==> src/rtl/wbarb_router.sv <==
// rtl/wbarb_router.sv - round-robin multi-master Wishbone classic-cycle router
//
// Purpose:
//   NM classic-cycle Wishbone masters share NS slaves. One master is granted
//   at a time by a round-robin arbiter. The granted master's top MUXWIDTH
//   address bits are decoded every cycle against SLAVE_MUX, and the lowest
//   matching slot is the selected slave. Unmapped addresses get a registered
//   one-cycle error pulse.
//
// Optional feature macro: WBARB_ROUTER_TIMEOUT_EN
//   When defined, a wait counter returns an error to the granted master if
//   the selected slave stalls for MAX_WAIT strobed cycles.
//
// Ports:
//   i_clk, i_reset                 clock, asynchronous active-high reset
//   i_mcyc/i_mstb/i_mwe            per-master cycle, strobe, write enable
//   i_maddr/i_mdata/i_msel         per-master address, write data, byte selects
//   o_mack/o_merr/o_mdata          per-master ack, error, read data
//   o_grant                        one-hot current grant (status)
//   o_scyc/o_sstb/o_swe            per-slave cycle, strobe, write enable
//   o_saddr/o_sdata/o_ssel         per-slave address (low SAW bits), data, selects
//   i_sack/i_serr/i_sdata          per-slave ack, error, read data

module wbarb_router #(
  parameter int NM = 2,
  parameter int NS = 4,
  parameter int AW = 16,
  parameter int DW = 16,
  parameter int MUXWIDTH = 4,
  parameter logic [NS*MUXWIDTH-1:0] SLAVE_MUX = {4'h3, 4'h2, 4'h1, 4'h0},
  parameter int MAX_WAIT = 8
) (
  input  logic                          i_clk,
  input  logic                          i_reset,
  input  logic [NM-1:0]                 i_mcyc,
  input  logic [NM-1:0]                 i_mstb,
  input  logic [NM-1:0]                 i_mwe,
  input  logic [NM*AW-1:0]              i_maddr,
  input  logic [NM*DW-1:0]              i_mdata,
  input  logic [NM*DW/8-1:0]            i_msel,
  output logic [NM-1:0]                 o_mack,
  output logic [NM-1:0]                 o_merr,
  output logic [NM*DW-1:0]              o_mdata,
  output logic [NM-1:0]                 o_grant,
  output logic [NS-1:0]                 o_scyc,
  output logic [NS-1:0]                 o_sstb,
  output logic [NS-1:0]                 o_swe,
  output logic [NS*(AW-MUXWIDTH)-1:0]   o_saddr,
  output logic [NS*DW-1:0]              o_sdata,
  output logic [NS*DW/8-1:0]            o_ssel,
  input  logic [NS-1:0]                 i_sack,
  input  logic [NS-1:0]                 i_serr,
  input  logic [NS*DW-1:0]              i_sdata
);

  localparam int SAW = AW - MUXWIDTH;
  localparam int SW  = DW / 8;
  localparam int GW  = (NM > 1) ? $clog2(NM) : 1;
  localparam int SIW = (NS > 1) ? $clog2(NS) : 1;

  typedef enum logic {S_IDLE, S_ACTIVE} state_t;

  state_t          r_state;
  state_t          w_next;
  logic [NM-1:0]   r_grant;
  logic [GW-1:0]   r_gidx;
  logic [GW-1:0]   r_ptr;
  logic            r_derr;

  logic [NM-1:0]   w_req;
  logic [GW-1:0]   w_pick;
  logic            w_found;
  logic            w_active;

  logic            w_mcyc;
  logic            w_mstb;
  logic            w_mwe;
  logic [AW-1:0]   w_maddr;
  logic [DW-1:0]   w_mdata;
  logic [SW-1:0]   w_msel;

  logic            w_hit;
  logic [SIW-1:0]  w_sidx;
  logic            w_ack;
  logic            w_err;
  logic            w_tmo;
  logic            w_tblk;

  assign w_active = (r_state == S_ACTIVE);

  // Granted master's signals
  assign w_mcyc  = i_mcyc[r_gidx];
  assign w_mstb  = i_mstb[r_gidx];
  assign w_mwe   = i_mwe[r_gidx];
  assign w_maddr = i_maddr[r_gidx*AW +: AW];
  assign w_mdata = i_mdata[r_gidx*DW +: DW];
  assign w_msel  = i_msel[r_gidx*SW +: SW];

  // Round-robin: first requester strictly after the last granted master
  always_comb begin
    w_req   = i_mcyc & i_mstb;
    w_pick  = r_ptr;
    w_found = 1'b0;
    for (int i = 1; i <= NM; i++) begin
      if (!w_found && w_req[(int'(r_ptr) + i) % NM]) begin
        w_found = 1'b1;
        w_pick  = GW'((int'(r_ptr) + i) % NM);
      end
    end
  end

  // Address decode; scanning downward leaves the lowest matching slot
  always_comb begin
    w_hit  = 1'b0;
    w_sidx = '0;
    for (int k = NS - 1; k >= 0; k--) begin
      if (w_maddr[AW-1 -: MUXWIDTH] == SLAVE_MUX[k*MUXWIDTH +: MUXWIDTH]) begin
        w_hit  = 1'b1;
        w_sidx = SIW'(k);
      end
    end
  end

  // Forwarded slave response; suppressed while a timed-out access is blocked
  assign w_ack = w_hit & i_sack[w_sidx] & w_mstb & ~w_tblk & ~w_tmo;
  assign w_err = w_hit & i_serr[w_sidx] & w_mstb & ~w_tblk & ~w_tmo;

`ifdef WBARB_ROUTER_TIMEOUT_EN
  localparam int CW = $clog2(MAX_WAIT + 1);

  logic [CW-1:0] r_wait;
  logic          r_tblk;

  assign w_tmo  = w_active & w_hit & (r_wait == CW'(MAX_WAIT));
  assign w_tblk = r_tblk;

  // r_tblk ignores late acks from a timed-out slave until stb drops
  always_ff @(posedge i_clk or posedge i_reset) begin
    if (i_reset) begin
      r_wait <= '0;
      r_tblk <= 1'b0;
    end else if (!w_active) begin
      r_wait <= '0;
      r_tblk <= 1'b0;
    end else if (w_tmo) begin
      r_wait <= '0;
      r_tblk <= 1'b1;
    end else if (r_tblk) begin
      if (!w_mstb) r_tblk <= 1'b0;
    end else if (w_mstb && (w_ack || w_err)) begin
      r_wait <= '0;
    end else if (w_mstb && w_hit) begin
      r_wait <= r_wait + 1'b1;
    end
  end
`else
  assign w_tmo  = 1'b0;
  assign w_tblk = 1'b0;
`endif

  always_ff @(posedge i_clk or posedge i_reset) begin
    if (i_reset) r_state <= S_IDLE;
    else         r_state <= w_next;
  end

  always_comb begin
    w_next  = r_state;
    o_mack  = '0;
    o_merr  = '0;
    o_mdata = '0;
    o_grant = '0;
    o_scyc  = '0;
    o_sstb  = '0;
    o_swe   = '0;
    o_saddr = '0;
    o_sdata = '0;
    o_ssel  = '0;
    case (r_state)
      S_IDLE: begin
        if (|w_req) w_next = S_ACTIVE;
      end
      S_ACTIVE: begin
        if (!w_mcyc) w_next = S_IDLE;
        o_grant = r_grant;
        o_swe   = {NS{w_mwe}};
        o_saddr = {NS{w_maddr[SAW-1:0]}};
        o_sdata = {NS{w_mdata}};
        o_ssel  = {NS{w_msel}};
        if (w_hit) begin
          if (!w_tmo) begin
            o_scyc[w_sidx] = w_mcyc;
            o_sstb[w_sidx] = w_mstb;
          end
          o_mdata        = {NM{i_sdata[w_sidx*DW +: DW]}};
          o_mack[r_gidx] = w_ack;
          o_merr[r_gidx] = w_err | w_tmo;
        end else begin
          o_merr[r_gidx] = r_derr;
        end
      end
      default: w_next = S_IDLE;
    endcase
  end

  // Grant bookkeeping and the decode-error pulse. r_derr self-clears so it
  // can fire at most every other cycle while stb is held on a bad address.
  always_ff @(posedge i_clk or posedge i_reset) begin
    if (i_reset) begin
      r_grant <= '0;
      r_gidx  <= '0;
      r_ptr   <= GW'(NM - 1);
      r_derr  <= 1'b0;
    end else if (!w_active) begin
      r_derr <= 1'b0;
      if (w_found) begin
        r_grant <= NM'(1) << w_pick;
        r_gidx  <= w_pick;
        r_ptr   <= w_pick;
      end
    end else begin
      r_derr <= w_mcyc & w_mstb & ~w_hit & ~r_derr;
      if (!w_mcyc) r_grant <= '0;
    end
  end

endmodule

==> config.mk <==
export PLATFORM = sky130hd
export DESIGN_NAME = wbarb_router
export DESIGN_NICKNAME = d
export VERILOG_FILES = /design/src/rtl/wbarb_router.sv
export SDC_FILE = /design/constraint.sdc
export NUM_CORES = 1
export LEC_CHECK = 0
export BUFFER_PORTS_ARGS = -buffer_cell sky130_fd_sc_hd__buf_2
export CAP_MARGIN = 10
export CORE_AREA = 2 2 122 124
export DETAILED_ROUTE_END_ITERATION = 8
export DIE_AREA = 0 0 124 126
export SLEW_MARGIN = 15
export SYNTH_ARGS = -nofsm -noshare
export SYNTH_HDL_FRONTEND = slang
export SYNTH_SLANG_ARGS = --single-unit
==> constraint.sdc <==
create_clock -name i_clk -period 1.7 [get_ports i_clk]
set_input_delay 0.17 -clock i_clk [delete_from_list [all_inputs] [get_ports i_clk]]
set_output_delay 0.17 -clock i_clk [all_outputs]
set_load 0.05 [all_outputs]
==> metrics <==
Hold Path Cell Cnt=3; I/O pin count=318; Die Width=124 um; placed insts=725; share of cells above drive strength 1=0.8814; number of global-route vias before repair=2872; Most common cell on crit path=buf_4; Worst VDD drop=1.425 mV; critical path fanouts, max=5; setup violators final=163; drt total wl=11.45 mm; r2r setup slk=0.06 ns; DIE AREA=15620 sq um; largest net degree at the start of global routing=22; gpl congestion=0.7259; CP Depth=8; Worst EP required=1.53 ns; fraction of registers with async set or reset after synthesis=1.000; dpl hpwl=8.714 mm; # port buffers=317; initial detailed-routing violation count=114; CP top delay family=buffers and inverters; 1st-pass router iterations=5; Top Usage Layer GRT=met2; transition time of the tightest slew-check pin=0.3998 ns; crit-path cells=mux2i_4, buf_4, clkbuf_16, mux2_4, a222oi_1, buf_4, nor2_4, buf_6; Primary FF master, synth=dfrtp_1; Crit-path slowest cell=dfrtp_2; syn avg cell area=8.074 sq um; PwrDens=2026 nW/um^2; Critical Path Source=r_gidx$_DFFE_PP0P_; hold crit path type=in2reg; vias=3120; leak pwr=2.860 nW; max cap viols=0; Syn. warnings=0; Switching Share=0.5924; Root Driver=clkbuf_16; worst r2r dst=r_derr$_DFF_PP0_; Final ANT Viol Nets=0; initial antenna violation count=0; met3 Track Usage GR=0.01947; Layout area overhead=129.0%; Clk pin slew, worst setup/hold paths=0.04 ns; grt met1 use=0.1296; Tot GR Track Use=0.1207; Int Power=4.686 mW; Seq cells post-synth=6; row count=44; # fillers=1364; Mapped Area=2479 sq um; violated checks=setup timing; fin area=5675 sq um; Post-Syn Nets=455; grt ovf=0; final worst path period need=2.359 ns; core area=14310 sq um; RSZ-0062 raised after global routing=yes; crit path capture type=primary output; CP startpoint kind=register; Layout Skew=0.002404 ns; Slew Viols, Final=0; first-pass GRT wire length=14.72 mm; R2R Path Start=r_gidx$_DFFE_PP0P_; CTS Buffer Depth=2; Placed Instance Area=4380 sq um; logic gate share of total power=0.938; setup ws final=-0.6591 ns; Final Hold Vio Count=0; P_sw=6.811 mW; Clk pwr share=0.035; hold slack=0.2947 ns; CP max stage delay=0.41 ns; Design Power=11.50 mW; die height=126 um; Post-synth EDFFs=0; FMAX=423.9 MHz; WL/cell=15.29 um; Unique masters post-synth=40; vias per inst=4.166; Synth Instances=307; Relative slew margins=0.7325; most common cell after layout, fill and taps aside=buf_2; clk sinks=6; crit path buf inv count=4; CTS tree=done; R2R cell count=6; Inserted Diodes=0; GRT met2 Usage=0.2424; DR DRC count=0; outcome=finished, violations left; CP endpoint=o_mdata[8]; htree depth=1; Crit Path Category=reg2out; most frequent cells in the layout=164 x buf_2, 89 x buf_4, 65 x buf_6; CTS buffer count=3; # nets final=714; clock latency on the worst-skew pair=0.23 ns; Final period util=1.388; Starting Density=0.1732; Finished Layout Cells=749; crit path DAT=2.19 ns; post-synthesis sequential area ratio=0.06108; Seq pwr share=0.027
-- area by class of cell --
cell class,count,area [sq um],share of cell area
Timing Repair Buffer,381,3157,0.5562
Multi-Input combinational cell,171,2044,0.3602
Tap cell,184,230.2,0.04056
Sequential cell,6,153.9,0.02712
Clock buffer,4,78.83,0.01389
Inverter,3,11.26,0.001984
-- worst min path at each step --
stage / to / slack, ns / from
6_report: r_grant[1]$_DFFE_PP0P_ / 0.29 / i_mcyc[0]
2_1_floorplan: r_derr$_DFF_PP0_ / -0.04 / i_reset
3_5_place_dp: r_grant[0]$_DFFE_PP0P_ / 0.11 / i_reset
4_1_cts: r_grant[1]$_DFFE_PP0P_ / 0.30 / i_mcyc[0]
5_1_grt: r_grant[1]$_DFFE_PP0P_ / 0.32 / i_mcyc[0]
3_3_place_gp: r_grant[0]$_DFFE_PP0P_ / 0.11 / i_reset
-- state kept, by name, indices dropped and copies added (netlist names) --
name,count
r_gidx,1
r_ptr,1
r_derr,1
r_grant,2
r_state,1
-- layer usage --
layer / part of all wire / vias up / routed length (um)
li1: - / 1483 / -
met1: 0.36 / 1434 / 4113
met2: 0.54 / 196 / 6181
met3: 0.093 / 7 / 1067
met4: 0.0077 / 0 / 88
met5: 0 / - / 0
-- stage by stage --
| stage | TNS [ns] | util | setup slack (ns) |
|---|---|---|---|
| 5_1_grt | -44.46 | 0.3965 | -0.7110 |
| 2_1_floorplan | -18.68 | - | -0.4355 |
| 6_report | -34.27 | 0.3965 | -0.6591 |
| 3_5_place_dp | -16.74 | 0.3060 | -0.4838 |
| 3_3_place_gp | -15.86 | 0.3060 | -0.4492 |
| 4_1_cts | -32.88 | 0.3392 | -0.6232 |
-- cell usage after synthesis, types with 2 or more instances --
cell type / n / area (sq um)
nand2b_1: 3 / 18.77
nand2_1: 6 / 22.52
nor3_1: 4 / 20.02
inv_1: 3 / 11.26
o21ai_0: 3 / 15.01
o21a_1: 2 / 15.01
a21oi_1: 3 / 15.01
buf_2: 6 / 30.03
buf_6: 4 / 45.04
mux2i_1: 32 / 320.3
dfrtp_1: 5 / 125.1
nor3b_1: 3 / 22.52
clkbuf_1: 7 / 26.28
buf_4: 110 / 825.8
nor2b_1: 31 / 193.9
a211oi_1: 2 / 15.01
a222oi_1: 17 / 170.2
mux2_4: 16 / 240.2
nor2_1: 26 / 97.59
and2_1: 2 / 12.51
mux2_2: 2 / 22.52
mux2_1: 2 / 22.52
-- worst min-delay path: cells and delay by family --
| family | cells | cell delay, ns |
|---|---|---|
| and+or+nand+nor | 1 | 0.07 |
| buffers and inverters | 1 | 0.11 |
| AOI/OAI and AO/OA | 1 | 0.13 |
-- cell families (layout without fill, tap and decap cells) --
| family | after synthesis | count (layout) | synth area share |
|---|---|---|---|
| simple gates | 83 | 83 | 0.1848 |
| flops | 6 | 6 | 0.06108 |
| buf+inv | 130 | 388 | 0.3786 |
| compound gates | 35 | 35 | 0.1222 |
| mux | 53 | 53 | 0.2534 |
-- power by group through the flow --
stage	Sequential, mW	Clock, mW	Combinational (mW)
6_report	0.314	0.403	10.8
5_1_grt	0.327	0.416	11.2
4_1_cts	0.305	0.401	9.31
3_5_place_dp	0.297	0	8.89
3_3_place_gp	0.295	0	8.88
2_1_floorplan	0.239	0	8.24
-- what timing repair did --
item / in CTS / in global routing
pin swaps: 12 / 3
buffers inserted: 1 / 14
gates resized for setup: 125 / 219
gates cloned: 0 / 4
endpoints found under the hold margin: 5 / 0
setup endpoints to repair: 171 / 170
hold buffers: 1 / 0
(Power assumes the default switching activity.)
